===== config.mk =====
export PLATFORM = sky130hd
export DESIGN_NAME = flash_sample_reader
export DESIGN_NICKNAME = d
export VERILOG_FILES = /design/src/rtl/flash_sample_reader.sv
export SDC_FILE = /design/constraint.sdc
export NUM_CORES = 1
export LEC_CHECK = 0
export ABC_AREA = 1
export BUFFER_PORTS_ARGS = -buffer_cell sky130_fd_sc_hd__buf_2
export CAP_MARGIN = 40
export CORE_MARGIN = 2
export CORE_UTILIZATION = 59
export DETAILED_ROUTE_END_ITERATION = 8
export HOLD_SLACK_MARGIN = 0.02
export PLACE_DENSITY_LB_ADDON = 0.08
export RECOVER_POWER = 25
export SETUP_SLACK_MARGIN = 0.4
export SLEW_MARGIN = 20
export SYNTH_ARGS = -nofsm -noshare
export SYNTH_HDL_FRONTEND = slang
export SYNTH_SLANG_ARGS = --single-unit

===== constraint.sdc =====
create_clock -name clk -period 4.3 [get_ports clk]
set_clock_uncertainty 0.15 [all_clocks]
set_input_delay 1.29 -clock clk [delete_from_list [all_inputs] [get_ports clk]]
set_output_delay 1.29 -clock clk [all_outputs]
set_load 0.03 [all_outputs]

===== src/rtl/flash_sample_reader.sv =====
// Streams 32-bit flash words as two attenuated signed 16-bit samples (low half first).
// Define LOOP_PLAYBACK_EN to wrap playback back to address 0 instead of stopping.
module flash_sample_reader #(
  parameter logic [22:0] LAST_ADDR = 23'h0FFFFF,
  parameter int          ATTEN_DIV = 64
) (
  input  logic        clk,
  input  logic        rst_n,
  input  logic        start,
  output logic        flash_mem_read,
  input  logic        flash_mem_waitrequest,
  output logic [22:0] flash_mem_address,
  output logic [3:0]  flash_mem_byteenable,
  input  logic [31:0] flash_mem_readdata,
  input  logic        flash_mem_readdatavalid,
  output logic [15:0] sample_data,
  output logic        sample_valid,
  input  logic        sample_ready,
  output logic        busy,
  output logic        done
);

  typedef enum logic [2:0] {
    IDLE,
    REQ,
    WAIT_DATA,
    EMIT_LO,
    EMIT_HI,
    DONE
  } state_t;

  state_t      state;
  logic [31:0] word;

  // Signed division truncates toward zero, unlike an arithmetic shift.
  function automatic logic [15:0] attenuate(input logic [15:0] s);
    return 16'(32'(signed'(s)) / ATTEN_DIV);
  endfunction

  assign flash_mem_byteenable = 4'b1111;

  // The half-word follows the registered state, so it is stable while sample_valid waits for sample_ready.
  assign sample_data = sample_valid ?
                       attenuate((state == EMIT_HI) ? word[31:16] : word[15:0]) : 16'h0000;

  always_ff @(posedge clk or negedge rst_n) begin
    if (!rst_n) begin
      state             <= IDLE;
      flash_mem_read    <= 1'b0;
      flash_mem_address <= '0;
      word              <= '0;
      sample_valid      <= 1'b0;
      busy              <= 1'b0;
      done              <= 1'b0;
    end else begin
      case (state)
        IDLE: begin
          if (start) begin
            state             <= REQ;
            flash_mem_address <= '0;
            flash_mem_read    <= 1'b1;
            busy              <= 1'b1;
          end
        end
        REQ: begin
          if (!flash_mem_waitrequest) begin
            state          <= WAIT_DATA;
            flash_mem_read <= 1'b0;
          end
        end
        WAIT_DATA: begin
          if (flash_mem_readdatavalid) begin
            word         <= flash_mem_readdata;
            sample_valid <= 1'b1;
            state        <= EMIT_LO;
          end
        end
        EMIT_LO: begin
          if (sample_ready) begin
            state <= EMIT_HI;
          end
        end
        EMIT_HI: begin
          if (sample_ready) begin
            sample_valid <= 1'b0;
            if (flash_mem_address != LAST_ADDR) begin
              flash_mem_address <= flash_mem_address + 23'd1;
              flash_mem_read    <= 1'b1;
              state             <= REQ;
            end else begin
`ifdef LOOP_PLAYBACK_EN
              flash_mem_address <= '0;
              flash_mem_read    <= 1'b1;
              state             <= REQ;
`else
              busy  <= 1'b0;
              done  <= 1'b1;
              state <= DONE;
`endif
            end
          end
        end
        DONE: begin
          done  <= 1'b0;
          state <= IDLE;
        end
        default: begin
          state <= IDLE;
        end
      endcase
    end
  end

endmodule


==> flow_metrics.env <==
export IMPL_pwr_share_seq_pct=30.0
export IMPL_synth_simple_area_share_pct=34.1
export IMPL_holdWs_ps=316
export IMPL_leakagePower_nw=2.22
export IMPL_setup_viol=0
export IMPL_setup_tns_ps=0
export IMPL_ff_latch_area_um2=1550
export IMPL_required_ps=2860
export IMPL_antenna_found_initial=0
export IMPL_netSwitchingFraction_pct=46.1
export IMPL_synth_cell_types=32
export IMPL_synth_xor_area_share_pct=1.90
export IMPL_start_util_pct=61.6
export IMPL_yosysSeqAreaShare_pct=42.0
export IMPL_syn_area_um2=3690
export IMPL_worst_setup_path_start_kind="flop"
export IMPL_clk_path_buf_depth=2
export IMPL_grt_usage_pct=25.8
export IMPL_clkTransAtPathRegs_ps=70
export IMPL_numClockSinks=62
export IMPL_drive_gt1_share_pct=26.1
export IMPL_path_buf_inv=3
export IMPL_portBuffers=80
export IMPL_vias_per_cell=5.19
export IMPL_path_delay_family="simple AND/OR/NAND/NOR gates"
export IMPL_synth_fa_ha_area_share_pct=1.02
export IMPL_wire_per_inst_um=13.1
export IMPL_status="finished with violations"
export IMPL_min_period_ps=3750
export IMPL_layout_commonest_cell="nand2_1"
export IMPL_min_path_type="flop to flop"
export IMPL_pwr_share_comb_pct=50.7
export IMPL_synth_mux_area_share_pct=7.93
export IMPL_yosysWarnings=0
export IMPL_drc=0
export IMPL_worst_pin_slew_ps=1660
export IMPL_pwr_share_clk_pct=19.3
export IMPL_cts_tree="done"
export IMPL_finalMaxSlewViolations=31
export IMPL_n_antenna_cell=0
export IMPL_drt_iter0_markers=265
export IMPL_internal_power_mw=1.65
export IMPL_nFillCells=465
export IMPL_dp_hpwl_mm=6.41
export IMPL_ioPinCount=85
export IMPL_rows=28
export IMPL_max_slew_margin_rel_pct=-10.7
export IMPL_crit_path_frequent_cell="nand2_1"
export IMPL_synth_compound_area_share_pct=5.36
export IMPL_fin_nets=619
export IMPL_syn2layout_area_growth_pct=20.8
export IMPL_rsz0062_at_grt="true"
export IMPL_drt_pre_antenna_iters=5
export IMPL_cp_arrival_ps=2310
export IMPL_period_share_pct=87.2
export IMPL_fmax_mhz=267
export IMPL_grt_pass1_wl_mm=14.4
export IMPL_grt_remaining_overflow=0
export IMPL_avgSynthCellArea_um2=7.56
export IMPL_hold_buffers=0
export IMPL_cts_root_buf="clkbuf_8"
export IMPL_end_kind="output pin"
export IMPL_die_x_um=83.1
export IMPL_h_tree_depth=3
export IMPL_multiInputGateArea_um2=1910
export IMPL_synthCells=488
export IMPL_synth_top_family_by_area="simple AND/OR/NAND/NOR gates"
export IMPL_gp_congestion=0.923
export IMPL_die_area_um2=6900
export IMPL_vdd_drop_max_v=0.000688
export IMPL_core_um2=5990
export IMPL_cp_max_fo=7
export IMPL_dr_total_vias=3418
export IMPL_synth_seq_cells=62
export IMPL_fp_dieH_um=83.1
export IMPL_critical_path_class="flop to output pin"
export IMPL_clkLatencyLatePin_ps=340
export IMPL_cpMaxStageDelayCell="dfrtp_2"
export IMPL_maxCapViolations=1
export IMPL_net_switching_power_mw=1.41
export IMPL_grt_max_degree=40
export IMPL_violations="max-capacitance violations, max-slew violations"
export IMPL_ant_nets=0
export IMPL_crit_path_max_incr_delay_ps=440
export IMPL_grt_pass1_vias=3071
export IMPL_power_density_nw_per_um2=686
export IMPL_crit_chain="nor2_4 > nand2_4 > buf_4 > buf_4 > nand2_1 > nand2_1 > ha_1 > nand3_1 > nor2_2 > nand2_1 > nand2_2 > nor2_1 > buf_2"
export IMPL_wirelength_mm=8.60
export IMPL_cts_made_buffers=9
export IMPL_hold_violations=0
export IMPL_layout_common_cells="151 x nand2_1, 77 x buf_2, 60 x nor2_1, 60 x dfrtp_1, 42 x nand3_1"
==> routing by layer <==
layer / part of all wire (%) / track usage, %
met4: 0.97 / 8.64
met1: 49 / 39.4
met2: 43 / 35.8
met3: 6.4 / 6.36
met5: 0 / 0
==> synth_stat cells <==
cell type / n / area [um2]
nor2_4: 2 / 22.5
a21oi_1: 13 / 65.1
conb_1: 1 / 3.75
mux2_2: 11 / 124
nand2_2: 4 / 25.0
mux2_1: 15 / 169
nand3_4: 1 / 17.5
buf_2: 8 / 40.0
xor2_1: 5 / 43.8
buf_4: 4 / 30.0
nor3_1: 2 / 10.0
nor4_1: 2 / 12.5
nand3b_1: 5 / 37.5
and2_1: 1 / 6.26
nand3_1: 43 / 215
nand3_2: 2 / 20.0
o21ai_1: 19 / 95.1
o21bai_1: 1 / 7.51
nor2b_1: 1 / 6.26
xnor2_1: 3 / 26.3
or2_2: 3 / 18.8
o21ai_0: 6 / 30.0
nor2_2: 9 / 56.3
dfrtp_1: 62 / 1550
clkbuf_1: 2 / 7.51
nand4_1: 2 / 12.5
inv_2: 4 / 15.0
nand2_1: 151 / 567
ha_1: 3 / 37.5
inv_1: 37 / 139
buf_6: 4 / 45.0
nor2_1: 62 / 233
==> power by group through the flow <==
stage	Sequential (mW)	Clock (mW)	Combinational, mW
global route	0.938	0.629	1.72
detailed placement	0.918	0	1.47
global placement	0.909	0	1.45
floorplan	0.908	0	1.17
CTS	0.909	0.605	1.49
finish	0.916	0.590	1.55
==> registers in the layout (all words and copies together), names as in the netlist <==
register / count
flash_mem_read: 1
word: 32
flash_mem_address: 23
busy: 1
state: 3
sample_valid: 1
done: 1
==> worst paths after layout <==
| check | slack, ps | to | from | depth (start not counted) |
|---|---|---|---|---|
| max in group asynchronous | 1350 | state[0] | rst_n | 2 |
| hold / removal | 320 | busy | busy | 2 |
| min in group asynchronous | 670 | flash_mem_address[11] | rst_n | 1 |
| hold reg to reg | 320 | busy | busy | 2 |
| setup / recovery | 550 | sample_data[10] | state[0] | 13 |
| setup reg to reg | 1920 | flash_mem_address[11] | flash_mem_address[0] | 10 |
==> tightest hold or removal path, cell delays in order, from the launching register on <==
cell	delay [ps]
dfrtp_1	340
nand2_1	50
nand2_1	40
==> what timing repair did <==
action	CTS	global route
buffers inserted	2	5
setup endpoints to repair	13	13
pin swaps	1	8
cloned	0	0
resized for setup	4	14
==> kinds of logic (layout without fill, tap and decap cells) <==
logic type / after synthesis / count (layout)
xor+xnor: 8 / 8
fa+ha+maj: 3 / 3
mux: 26 / 26
other cells: 1 / 4
compound gates: 39 / 39
buf+inv: 59 / 151
flops: 62 / 62
simple gates: 290 / 290
==> through the flow <==
stage | std cells | power, mW | cell area (um2) | util (%) | setup slack [ps]
after floorplan | 491 | 2.08 | 3700 | - | 595
after global placement | 634 | 2.36 | 4120 | 68.7 | 747
after detailed placement | 634 | 2.39 | 4120 | 68.7 | 663
after CTS | 652 | 3.00 | 4380 | 73.1 | 454
after global routing | 658 | 3.28 | 4460 | 74.4 | 402
final | 658 | 3.06 | 4460 | 74.4 | 551
==> layout make-up <==
type | count | share of cell area [%]
Sequential cell | 62 | 34.9
Clock inverter | 5 | 1.83
Tap cell | 75 | 2.11
Multi-Input combinational cell | 370 | 42.8
Clock buffer | 11 | 3.40
Inverter | 41 | 3.57
Timing Repair Buffer | 94 | 11.4
(Power assumes the default switching activity.)
